===== src/rtl/nibble_feeder.sv =====
// Buffered nibble source in front of serial master m1: a DEPTH-entry FIFO fed over
// valid/ready, with a registered date/date_vld output stage advanced by rising edges of ack.
module nibble_feeder #(
    parameter int DW    = 4,
    parameter int DEPTH = 8,
    parameter int AW    = 3
) (
    input  logic          sclk,
    input  logic          rst,
    input  logic [DW-1:0] in_data,
    input  logic          in_valid,
    output logic          in_ready,
    input  logic          ack,
    output logic [DW-1:0] date,
    output logic          date_vld,
    output logic [AW:0]   fifo_cnt,
    output logic          underrun
);

    typedef enum logic [0:0] {
        ST_IDLE = 1'b0,
        ST_HOLD = 1'b1
    } state_t;

    localparam logic [AW:0]   CNT_FULL = (AW+1)'(DEPTH);
    localparam logic [AW:0]   CNT_ZERO = {(AW+1){1'b0}};
    localparam logic [AW:0]   CNT_ONE  = (AW+1)'(1);
    localparam logic [AW-1:0] PTR_ONE  = AW'(1);

    state_t        r_state;
    state_t        w_state_nxt;
    logic [DW-1:0] r_mem [DEPTH];
    logic [AW-1:0] r_wp;
    logic [AW-1:0] r_rp;
    logic [AW:0]   r_cnt;
    logic [DW-1:0] r_date;
    logic          r_ack_d;
    logic          r_underrun;

    logic          w_full;
    logic          w_nonempty;
    logic          w_push;
    logic          w_pop;
    logic          w_ack_rise;
    logic          w_set_underrun;

    assign w_full     = (r_cnt == CNT_FULL);
    assign w_nonempty = (r_cnt != CNT_ZERO);
    // No lookahead: a pop at full does not open the door for a push in the same cycle.
    assign w_push     = in_valid & ~w_full;
    assign w_ack_rise = ack & ~r_ack_d;

    // Next-state decode: decides when the output stage reloads from the FIFO.
    always_comb begin
        w_state_nxt    = r_state;
        w_pop          = 1'b0;
        w_set_underrun = 1'b0;
        case (r_state)
            ST_IDLE: begin
                w_set_underrun = w_ack_rise;
                if (w_nonempty) begin
                    w_pop       = 1'b1;
                    w_state_nxt = ST_HOLD;
                end else begin
                    w_state_nxt = ST_IDLE;
                end
            end
            ST_HOLD: begin
                if (w_ack_rise) begin
                    if (w_nonempty) begin
                        w_pop       = 1'b1;
                        w_state_nxt = ST_HOLD;
                    end else begin
                        w_state_nxt = ST_IDLE;
                    end
                end else begin
                    w_state_nxt = ST_HOLD;
                end
            end
            default: begin
                w_state_nxt = ST_IDLE;
            end
        endcase
    end

    // State register and ack edge history.
    always_ff @(posedge sclk or negedge rst) begin
        if (!rst) begin
            r_state <= ST_IDLE;
            r_ack_d <= 1'b0;
        end else begin
            r_state <= w_state_nxt;
            r_ack_d <= ack;
        end
    end

    // FIFO pointers and occupancy.
    always_ff @(posedge sclk or negedge rst) begin
        if (!rst) begin
            r_wp  <= {AW{1'b0}};
            r_rp  <= {AW{1'b0}};
            r_cnt <= CNT_ZERO;
        end else begin
            if (w_push) begin
                r_wp <= r_wp + PTR_ONE;
            end else begin
                r_wp <= r_wp;
            end
            if (w_pop) begin
                r_rp <= r_rp + PTR_ONE;
            end else begin
                r_rp <= r_rp;
            end
            case ({w_push, w_pop})
                2'b10:   r_cnt <= r_cnt + CNT_ONE;
                2'b01:   r_cnt <= r_cnt - CNT_ONE;
                default: r_cnt <= r_cnt;
            endcase
        end
    end

    // FIFO storage.
    always_ff @(posedge sclk or negedge rst) begin
        if (!rst) begin
            for (int i = 0; i < DEPTH; i++) begin
                r_mem[i] <= {DW{1'b0}};
            end
        end else if (w_push) begin
            r_mem[r_wp] <= in_data;
        end else begin
            r_mem[r_wp] <= r_mem[r_wp];
        end
    end

    // Output stage: date keeps its last value when the FIFO runs dry.
    always_ff @(posedge sclk or negedge rst) begin
        if (!rst) begin
            r_date     <= {DW{1'b0}};
            r_underrun <= 1'b0;
        end else begin
            if (w_pop) begin
                r_date <= r_mem[r_rp];
            end else begin
                r_date <= r_date;
            end
            if (w_set_underrun) begin
                r_underrun <= 1'b1;
            end else begin
                r_underrun <= r_underrun;
            end
        end
    end

    assign in_ready = ~w_full;
    assign date     = r_date;
    assign date_vld = (r_state == ST_HOLD);
    assign fifo_cnt = r_cnt;
    assign underrun = r_underrun;

endmodule


===== config.mk =====
export PLATFORM = sky130hd
export DESIGN_NAME = nibble_feeder
export DESIGN_NICKNAME = d
export VERILOG_FILES = /design/src/rtl/nibble_feeder.sv
export SDC_FILE = /design/constraint.sdc
export NUM_CORES = 1
export LEC_CHECK = 0
export BUFFER_PORTS_ARGS = -buffer_cell sky130_fd_sc_hd__buf_2
export CORE_MARGIN = 8
export CORE_UTILIZATION = 40
export DETAILED_ROUTE_END_ITERATION = 10
export GPL_ROUTABILITY_DRIVEN = 0
export PLACE_DENSITY = 0.64
export SETUP_SLACK_MARGIN = 0.2
export SLEW_MARGIN = 20
export SYNTH_ARGS = -nofsm -noshare
export SYNTH_HDL_FRONTEND = slang
export SYNTH_SLANG_ARGS = --single-unit

===== constraint.sdc =====
create_clock -name sclk -period 2.3 [get_ports sclk]
set_clock_uncertainty 0.15 [all_clocks]
set_input_delay 0.575 -clock sclk [delete_from_list [all_inputs] [get_ports sclk]]
set_output_delay 0.575 -clock sclk [all_outputs]
set_load 0.05 [all_outputs]

==> run_results.csv, run 1 <==
group,metric,value,unit
timing,setup_slack,-50.6,ps
clock_tree,tritoncts,"done",
final_layout,mostFrequentLayoutCell,"dfrtp_1",
yosys,yosys_most_used_dff,"dfrtp_1",
floorplanning,die_x,95.3,µm
final_layout,multi_input_area,1270,µm²
setup_path,critPathBufInv,1,
floorplanning,core_area,6200,µm²
timing,max_slew_margin,0.587,
setup_path,critPathMaxStageDelay,540,ps
yosys,synthMuxAreaShare,0.188,
setup_path,slowest_stage,"or4b_4",
grt,antenna_found_initial,0,
placed_design,io_buffers,18,
yosys,synth_seq_cells,49,
route,num_vias,1785,
timing,tightest_slew,620,ps
placed_design,dpl-instance-area,2840,µm²
setup_path,required,2390,ps
grt,grt_pass1_wl,9.60,mm
yosys,synth.distinct_cells,33,
setup_path,cp.arrival,2440,ps
clock_tree,clock_path_buffers,2,
route,wl_met1,2.58,mm
yosys,synth_top_family_by_area,"multiplexers",
grt,grt_max_degree,21,
final_layout,area_growth,20.1,%
job,drv_cap,0,
floorplanning,initial_core_util,0.405,
placed_design,hpwlAfterDp,4.11,mm
final_layout,drive_above_1_share,0.349,
setup_path,path_cells,"or4b_4, buf_6, nand2_8, ha_4, xor2_1, ha_2, a21oi_2, xor2_1, nor2_1, xor2_1",
final_layout,fin_nets,264,
status,outcome,"finished, violations left",
clock_tree,path_clk_slew,100,ps
final_layout,stdcell_area,3020,µm²
min_path,hp-class,"input port to asynchronous set/reset pin",
route,drc,0,
yosys,syn_inst,211,
status,violations,"negative setup slack",
yosys,synthXorXnorAreaFrac,0.0314,
setup_path,crit_path_end_kind,"flip-flop",
timing,hold_viol,0,
timing,report.final.slew_viol_count,0,
final_layout,fill_cells,543,
route,top_layer,"met4",
clock_tree,htreeDepth,2,
route,wl_per_cell,17.8,µm
clock_tree,cts-buffers-inserted,5,
route,route.met3.wl,292,µm
final_layout,num_antenna_cells,0,
yosys,syn-cell-area,2510,µm²
route,drt_iter0_markers,97,
yosys,async_flop_share,1.00,
timing,fmax,425,MHz
yosys,syn_area_per_cell,11.9,µm²
final_layout,final_cell_mix,"dfrtp_1, buf_4, nand2_1",
setup_path,path_max_fanout,4,
grt,gr-usage-all-layers,0.139,
timing,rsz0062_at_grt,"yes",
floorplanning,io_pins,19,
floorplanning,fp-row-count,29,
route,ant_nets,0,
timing,finalCriticalPeriod,2350,ps
final_layout,seq_area,1230,µm²
route,via_per_inst,5.43,
setup_path,crit_top_cell,"xor2_1",
yosys,synth_edf_count,0,
timing,fin_tns_setup,-111,ps
setup_path,critical_path_class,"flip-flop to flip-flop",
floorplanning,fp.dieArea,9080,µm²
power,leakagePower,1.26,nW
route,met2_length,2.90,mm
yosys,ys_seq_area_frac,0.488,
clock_tree,cts_root_buf,"clkbuf_8",
setup_path,start_kind,"flip-flop",
clock_tree,cts.sinks,49,
timing,finalCritPeriodShare,1.02,
yosys,synth_fa_ha_area_frac,0.0249,
clock_tree,cts_hold_buffers,0,
timing,setup_viol,3,
clock_tree,clk_latency,310,ps
grt,grt_pass1_vias,1831,
power,ir_drop,0.000945,V
yosys,yosysWarnings,0,
grt,overflow,0,
floorplanning,die_y,95.3,µm
setup_path,crit_family,"simple AND/OR/NAND/NOR gates",
yosys,yosys.area_share.simple,0.126,
route,drtPass1Iterations,4,
yosys,synth_compound_area_frac,0.114,
route,wirelength,5.87,mm
power,powerDensity,1560,nW/µm²
yosys,syn_nets,224,
-- synthesized netlist by cell type (all sizes together), types with 4 or more instances --
cell,instances,area [µm²]
dfrtp,49,1230
nand3b,4,30.0
inv,4,15.0
a21oi,24,143
xnor2,5,43.8
mux2i,10,100
clkbuf,4,15.0
nor2,17,63.8
mux4,15,338
nand2,21,86.3
buf,6,41.3
xor2,4,35.0
ha,5,62.6
o21ai,16,80.1
-- through the flow --
stage / hold slack (ps) / setup slack (ps) / total power [mW] / util / cells
after global routing: 69.1 / -167 / 5.04 / 0.487 / 329
after detailed placement: 319 / -5.42 / 4.11 / 0.458 / 316
after floorplan: 129 / -246 / 3.47 / - / 211
final: 43.2 / -50.6 / 4.71 / 0.487 / 329
after CTS: 49.8 / -59.4 / 4.68 / 0.481 / 327
after global placement: 309 / 53.5 / 4.04 / 0.458 / 316
-- where the power goes --
group	internal (mW)	switching, mW	total [mW]
registers	1.28	0.445	1.72
logic	1.20	1.27	2.47
clock network	0.215	0.309	0.524
-- final cells by class --
cell class / count / share of cell area
clock buffer: 6 / 0.0240
clock inverter: 2 / 0.00497
inverter: 4 / 0.00497
multi-input combinational: 148 / 0.421
sequential: 49 / 0.408
tap: 77 / 0.0319
timing repair buffer: 43 / 0.105
-- worst paths after layout --
kind	from	to	slack (ps)	cells past startpoint
hold / removal	rst	date[3]	40	1
min in group sclk	ack	r_ack_d	240	1
hold reg to reg	underrun	underrun	330	1
setup / recovery	fifo_cnt[0]	fifo_cnt[2]	-50	10
setup reg to reg	fifo_cnt[0]	fifo_cnt[2]	-50	10
max in group asynchronous	rst	r_mem[1]	1310	2
-- layer usage --
| metal | up-vias | track usage |
|---|---|---|
| li1 | 842 | - |
| met1 | 895 | 0.179 |
| met2 | 40 | 0.226 |
| met3 | 8 | 0.0315 |
| met4 | 0 | 0.0481 |
| met5 | - | 0 |
-- repair_timing --
action                                  CTS  global route
setup buffers                             3             2
endpoints found under the setup margin    7            24
pin swaps                                 9             5
gates resized for setup                   6             4
-- cells by family after synthesis --
logic type	Yosys count
xor+xnor	9
compound gates	44
fa+ha+maj	5
mux	28
buf+inv	14
simple gates	62
flops	49
-- flip-flops by register name, summed over array words and instances, names as in the netlist --
name / flops
r_mem: 32
date: 4
fifo_cnt: 4
r_rp: 3
r_wp: 3
date_vld: 1
r_ack_d: 1
underrun: 1
-- worst reg2reg max path, delay by kind of cell (launching register included) --
kind | cells | cell delay, ps
AO/OA/AOI/OAI | 1 | 40
XOR/XNOR | 3 | 440
AND/OR/NAND/NOR | 3 | 710
flip-flops | 1 | 440
adder cells (fa/ha/maj) | 2 | 350
buffers and inverters | 1 | 150
(Power assumes the default switching activity.)
==> inputs of run 2 (changes only) <==
CELL_PAD_IN_SITES_DETAIL_PLACEMENT = 1   (was unset)
CELL_PAD_IN_SITES_GLOBAL_PLACEMENT = 1   (was unset)
PLACE_DENSITY = 0.75   (was 0.64)
==> run 2 against run 1 <==
The flow still finishes with violations (negative setup slack). Global-route usage rose by 2.0 points. Via count up 2.1%. Hold slack gained 180 ps. Routed wire length increased by 11%. Setup slack got worse by 78 ps. First-iteration DRC count fell by 44%. Cell count is 0.61% lower. Largest power group unchanged.
==> run_results.csv, run 2 (same netlist as run 1, synthesis figures left out) <==
group,metric,value,unit
status,outcome,"finished, violations left",
status,violations,"negative setup slack",
clock_tree,cts.sinks,49,
clock_tree,path_clk_slew,90,ps
route,drtPass1Iterations,4,
timing,finalCritPeriodShare,1.06,
setup_path,critPathBufInv,1,
grt,gr-usage-all-layers,0.159,
timing,tightest_slew,552,ps
timing,hold_viol,0,
placed_design,hpwlAfterDp,4.50,mm
floorplanning,io_pins,19,
grt,antenna_found_initial,0,
min_path,hp-class,"input port to flip-flop",
clock_tree,cts_root_buf,"clkbuf_8",
floorplanning,die_y,95.3,µm
route,via_per_inst,5.57,
final_layout,num_antenna_cells,0,
job,drv_cap,0,
route,ant_nets,0,
timing,rsz0062_at_grt,"yes",
placed_design,io_buffers,18,
setup_path,start_kind,"flip-flop",
clock_tree,clock_path_buffers,2,
floorplanning,fp.dieArea,9080,µm²
timing,fmax,412,MHz
final_layout,drive_above_1_share,0.348,
route,wirelength,6.51,mm
route,drt_iter0_markers,54,
grt,grt_pass1_wl,10.9,mm
timing,max_slew_margin,0.632,
floorplanning,core_area,6200,µm²
setup_path,slowest_stage,"or4b_4",
final_layout,mostFrequentLayoutCell,"dfrtp_1",
grt,grt_max_degree,26,
timing,setup_viol,4,
timing,setup_slack,-129,ps
final_layout,final_cell_mix,"dfrtp_1, nand2_1, buf_4",
setup_path,crit_top_cell,"xor2_1",
floorplanning,die_x,95.3,µm
final_layout,final_core_util,0.489,
grt,grt_pass1_vias,2078,
final_layout,regMostFlops,"r_mem",
setup_path,cp.arrival,2520,ps
route,wl_per_cell,19.9,µm
clock_tree,cts-buffers-inserted,5,
route,drc,0,
clock_tree,tritoncts,"done",
route,wl_met1,2.81,mm
setup_path,critPathMaxStageDelay,570,ps
route,top_layer,"met4",
setup_path,required,2390,ps
setup_path,crit_family,"simple AND/OR/NAND/NOR gates",
final_layout,area_growth,20.7,%
setup_path,path_cells,"or4b_4, buf_6, nand2_8, ha_4, xor2_1, ha_2, a21oi_2, xor2_1, nor2_1, xor2_1",
clock_tree,htreeDepth,2,
setup_path,path_max_fanout,3,
power,ir_drop,0.000847,V
route,route.met3.wl,331,µm
power,leakagePower,1.27,nW
timing,report.final.slew_viol_count,0,
floorplanning,initial_core_util,0.405,
grt,overflow,0,
setup_path,critical_path_class,"flip-flop to flip-flop",
timing,finalCriticalPeriod,2430,ps
power,power,4.98,mW
final_layout,fin_nets,262,
route,met2_length,3.23,mm
power,powerDensity,1640,nW/µm²
route,num_vias,1822,
setup_path,crit_path_end_kind,"flip-flop",
clock_tree,clk_latency,310,ps
floorplanning,fp-row-count,29,
final_layout,largest_reg_flops,32,
==> run 2: layout make-up <==
type                    instances  area, µm²
inverters                       4       15.0
repair buffers                 41        279
clock inverters                 3       68.8
clock buffers                   5       68.8
flip-flops and latches         49       1230
multi-input cells             148       1270
well taps                      77       96.3
fillers                       656       3170
==> run 2: layer usage <==
layer,vias up,track usage
li1,849,-
met2,34,0.277
met3,12,0.0307
met5,-,0
met4,0,0.0637
met1,927,0.189
==> run 2: worst reg2reg max path, delay by kind of cell, from the launching register on <==
kind | cells | cell delay (ps)
xor gates and xnor gates | 3 | 460
adders and majority gates | 2 | 360
buffers and inverters | 1 | 160
DFF | 1 | 430
AOI/OAI and AO/OA | 1 | 40
and+or+nand+nor | 3 | 750
==> run 2: report_power, final <==
group          switching (mW)  total [mW]  internal [mW]  leakage [nW]
sequential              0.500        1.78           1.28         0.556
clock                   0.315       0.753          0.438        0.0687
combinational            1.27        2.45           1.18         0.647
==> run 2: final timing paths <==
path / from / depth (start not counted) / slack [ps] / to
setup reg to reg: fifo_cnt[1] / 10 / -130 / fifo_cnt[2]
setup / recovery: fifo_cnt[1] / 10 / -130 / fifo_cnt[2]
max in group asynchronous: rst / 3 / 830 / r_mem[29]
hold reg to reg: underrun / 1 / 360 / underrun
min in group asynchronous: rst / 2 / 530 / date[3]
hold / removal: ack / 1 / 230 / r_ack_d
==> run 2: through the flow <==
| step | TNS (ps) | std cells | setup slack (ps) | hold slack [ps] | area [µm²] |
|---|---|---|---|---|---|
| after floorplan | -587 | 211 | -246 | 129 | 2570 |
| after global placement | 0 | 316 | 45.7 | 314 | 2840 |
| after detailed placement | -63.3 | 316 | -56.1 | 314 | 2840 |
| after CTS | -131 | 327 | -55.3 | 215 | 3030 |
| after global routing | -632 | 327 | -254 | 227 | 3030 |
| final | -309 | 327 | -129 | 228 | 3030 |
==> run 2: timing repair <==
item,4_1_cts,5_1_grt
hold endpoints to repair,10,0
gates resized for setup,6,2
hold buffers,1,0
setup buffers,2,0
cloned,0,0
endpoints found under the setup margin,7,21
pin swaps,1,1
==> inputs of run 3 (changes only) <==
BUFFER_PORTS_ARGS = -buffer_cell sky130_fd_sc_hd__buf_4   (was -buffer_cell sky130_fd_sc_hd__buf_2)
==> run 3 against run 2 <==
The run still ends with negative setup slack left. Count of clock-buffer cells in the layout unchanged. Cell count up 2.8%. Global-route usage down 1.0 points. Register-to-register slack about the same. Critical path type unchanged.
==> run_results.csv, run 3 (same netlist as run 1, synthesis figures left out) <==
group,metric,value,unit
status,outcome,"finished, violations left",
status,violations,"negative setup slack",
power,ir_drop,0.000745,V
final_layout,fill_cells,647,
setup_path,rr_startpoint,"fifo_cnt[0]",
grt,antenna_found_initial,0,
setup_path,start_kind,"flip-flop",
power,seqPwrFrac,0.343,
min_path,hp-class,"input port to asynchronous set/reset pin",
route,ant_nets,0,
power,leakagePower,1.35,nW
setup_path,required,2340,ps
final_layout,stdcell_count,336,
floorplanning,fp-row-count,29,
final_layout,stdcell_area,3210,µm²
timing,setup_slack,-138,ps
setup_path,crit_path_end,"fifo_cnt[3]",
final_layout,area_growth,27.7,%
route,num_vias,1886,
grt,grt_pass1_vias,1935,
grt,grt_pass1_wl,10.4,mm
setup_path,path_cells,"or4b_4, buf_6, nand2_8, buf_6, ha_4, nand2b_4, a2111oi_4, nor3_2, xnor2_1",
final_layout,drive_above_1_share,0.398,
power,internal_power,2.95,mW
clock_tree,clk_latency,310,ps
setup_path,path_max_fanout,3,
clock_tree,htreeDepth,2,
setup_path,cp.arrival,2480,ps
floorplanning,fp.dieArea,9080,µm²
timing,max_slew_margin,0.573,
timing,hold_viol,0,
setup_path,critical_path_class,"flip-flop to flip-flop",
setup_path,r2r-end,"fifo_cnt[3]",
clock_tree,cts-buffers-inserted,5,
final_layout,num_antenna_cells,0,
route,wirelength,7.05,mm
setup_path,crit_path_end_kind,"flip-flop",
grt,gr-usage-all-layers,0.149,
final_layout,multi_input_area,1350,µm²
route,drtPass1Iterations,4,
floorplanning,die_y,95.3,µm
route,wl_per_cell,21.0,µm
clock_tree,cts_root_buf,"clkbuf_8",
power,p_clk_frac,0.124,
placed_design,dpl-instance-area,2870,µm²
setup_path,rrSetupSlack,-140,ps
floorplanning,initial_core_util,0.405,
floorplanning,io_pins,19,
setup_path,slowest_stage,"or4b_4",
final_layout,seq_area,1230,µm²
setup_path,r2r_cells,9,
clock_tree,tritoncts,"done",
route,drt_iter0_markers,93,
final_layout,regMostFlops,"r_mem",
power,powerDensity,1600,nW/µm²
timing,fmax,410,MHz
final_layout,fin_nets,271,
final_layout,final_cell_mix,"dfrtp_1, buf_4, nand2_1",
timing,finalCritPeriodShare,1.06,
final_layout,mostFrequentLayoutCell,"dfrtp_1",
placed_design,hpwlAfterDp,4.27,mm
setup_path,startpoint,"fifo_cnt[0]",
timing,tightest_slew,641,ps
floorplanning,die_x,95.3,µm
grt,overflow,0,
placed_design,io_buffers,18,
placed_design,dp.cells,314,
grt,grt_max_degree,50,
setup_path,crit_top_cell,"buf_6",
route,drc,0,
clock_tree,path_clk_slew,100,ps
timing,setup_viol,3,
timing,finalCriticalPeriod,2440,ps
clock_tree,cts.sinks,49,
setup_path,critPathMaxStageDelay,570,ps
clock_tree,clock_path_buffers,2,
timing,report.final.slew_viol_count,0,
power,power_switching,2.18,mW
final_layout,largest_reg_flops,32,
route,via_per_inst,5.61,
power,combinationalPowerShare,0.533,
floorplanning,core_area,6200,µm²
job,drv_cap,0,
timing,rsz0062_at_grt,"yes",
power,swShare,0.425,
## run 3: cell types whose count changed in the layout (fill, tap and decap cells not counted), moves of 2 or more
cell | before | now
buf_4 | 20 | 42
buf_2 | 17 | 0
buf_6 | 3 | 8
o21ai_0 | 12 | 8
o21ai_1 | 4 | 7
mux2_2 | 3 | 1
mux2_4 | 0 | 2
## run 3: layer usage
metal  GRT usage  wire length [µm]  vias up
li1            -                 -      853
met2       0.244              3680       46
met3      0.0260               264       13
met4      0.0429               193        0
met1       0.197              2920      974
met5           0                 0        -
## run 3: worst min-delay path by stage
stage	to	cells past startpoint	slack, ps
3_5_place_dp	r_mem[11]	2	340
5_1_grt	r_mem[20]	1	180
2_1_floorplan	date[0]	0	130
3_3_place_gp	underrun	1	330
6_report	r_mem[8]	1	120
4_1_cts	r_mem[4]	1	160
## run 3: power by group through the flow
stage	logic, mW	registers (mW)	clock network (mW)
2_1_floorplan	1.68	1.80	0
3_3_place_gp	2.37	1.73	0
3_5_place_dp	2.46	1.75	0
4_1_cts	2.60	1.74	0.654
5_1_grt	2.95	1.82	0.681
6_report	2.74	1.76	0.636
## run 3: timing repair
item	in CTS	in global routing
gates resized for setup	9	18
pin swaps	10	16
gates cloned	0	0
buffers inserted	11	3
setup endpoints to repair	6	22
hold buffers	0	0
## run 3: layout make-up
cell class,count,share of cell area
clock inverter,3,0.0144
inverter,4,0.00468
clock buffer,5,0.0214
timing repair buffer,50,0.126
tap,77,0.0300
multi-input combinational,148,0.419
sequential,49,0.384
## run 3: critical path: cells and delay by family, from the launching register on
| family | cells | cell delay, ps |
|---|---|---|
| compound gates | 1 | 420 |
| xor+xnor | 1 | 130 |
| fa+ha+maj | 1 | 150 |
| buf+inv | 2 | 260 |
| flops | 1 | 420 |
| simple gates | 4 | 790 |
## run 3: stage by stage
step	hold slack [ps]	setup TNS (ps)	setup WS (ps)	util	total power, mW
final	122	-244	-138	0.517	5.13
after global routing	181	-511	-256	0.517	5.46
after CTS	156	-101	-47.2	0.501	4.99
after detailed placement	341	-73.6	-40.9	0.463	4.21
after global placement	325	0	22.6	0.463	4.11
after floorplan	129	-587	-246	-	3.47
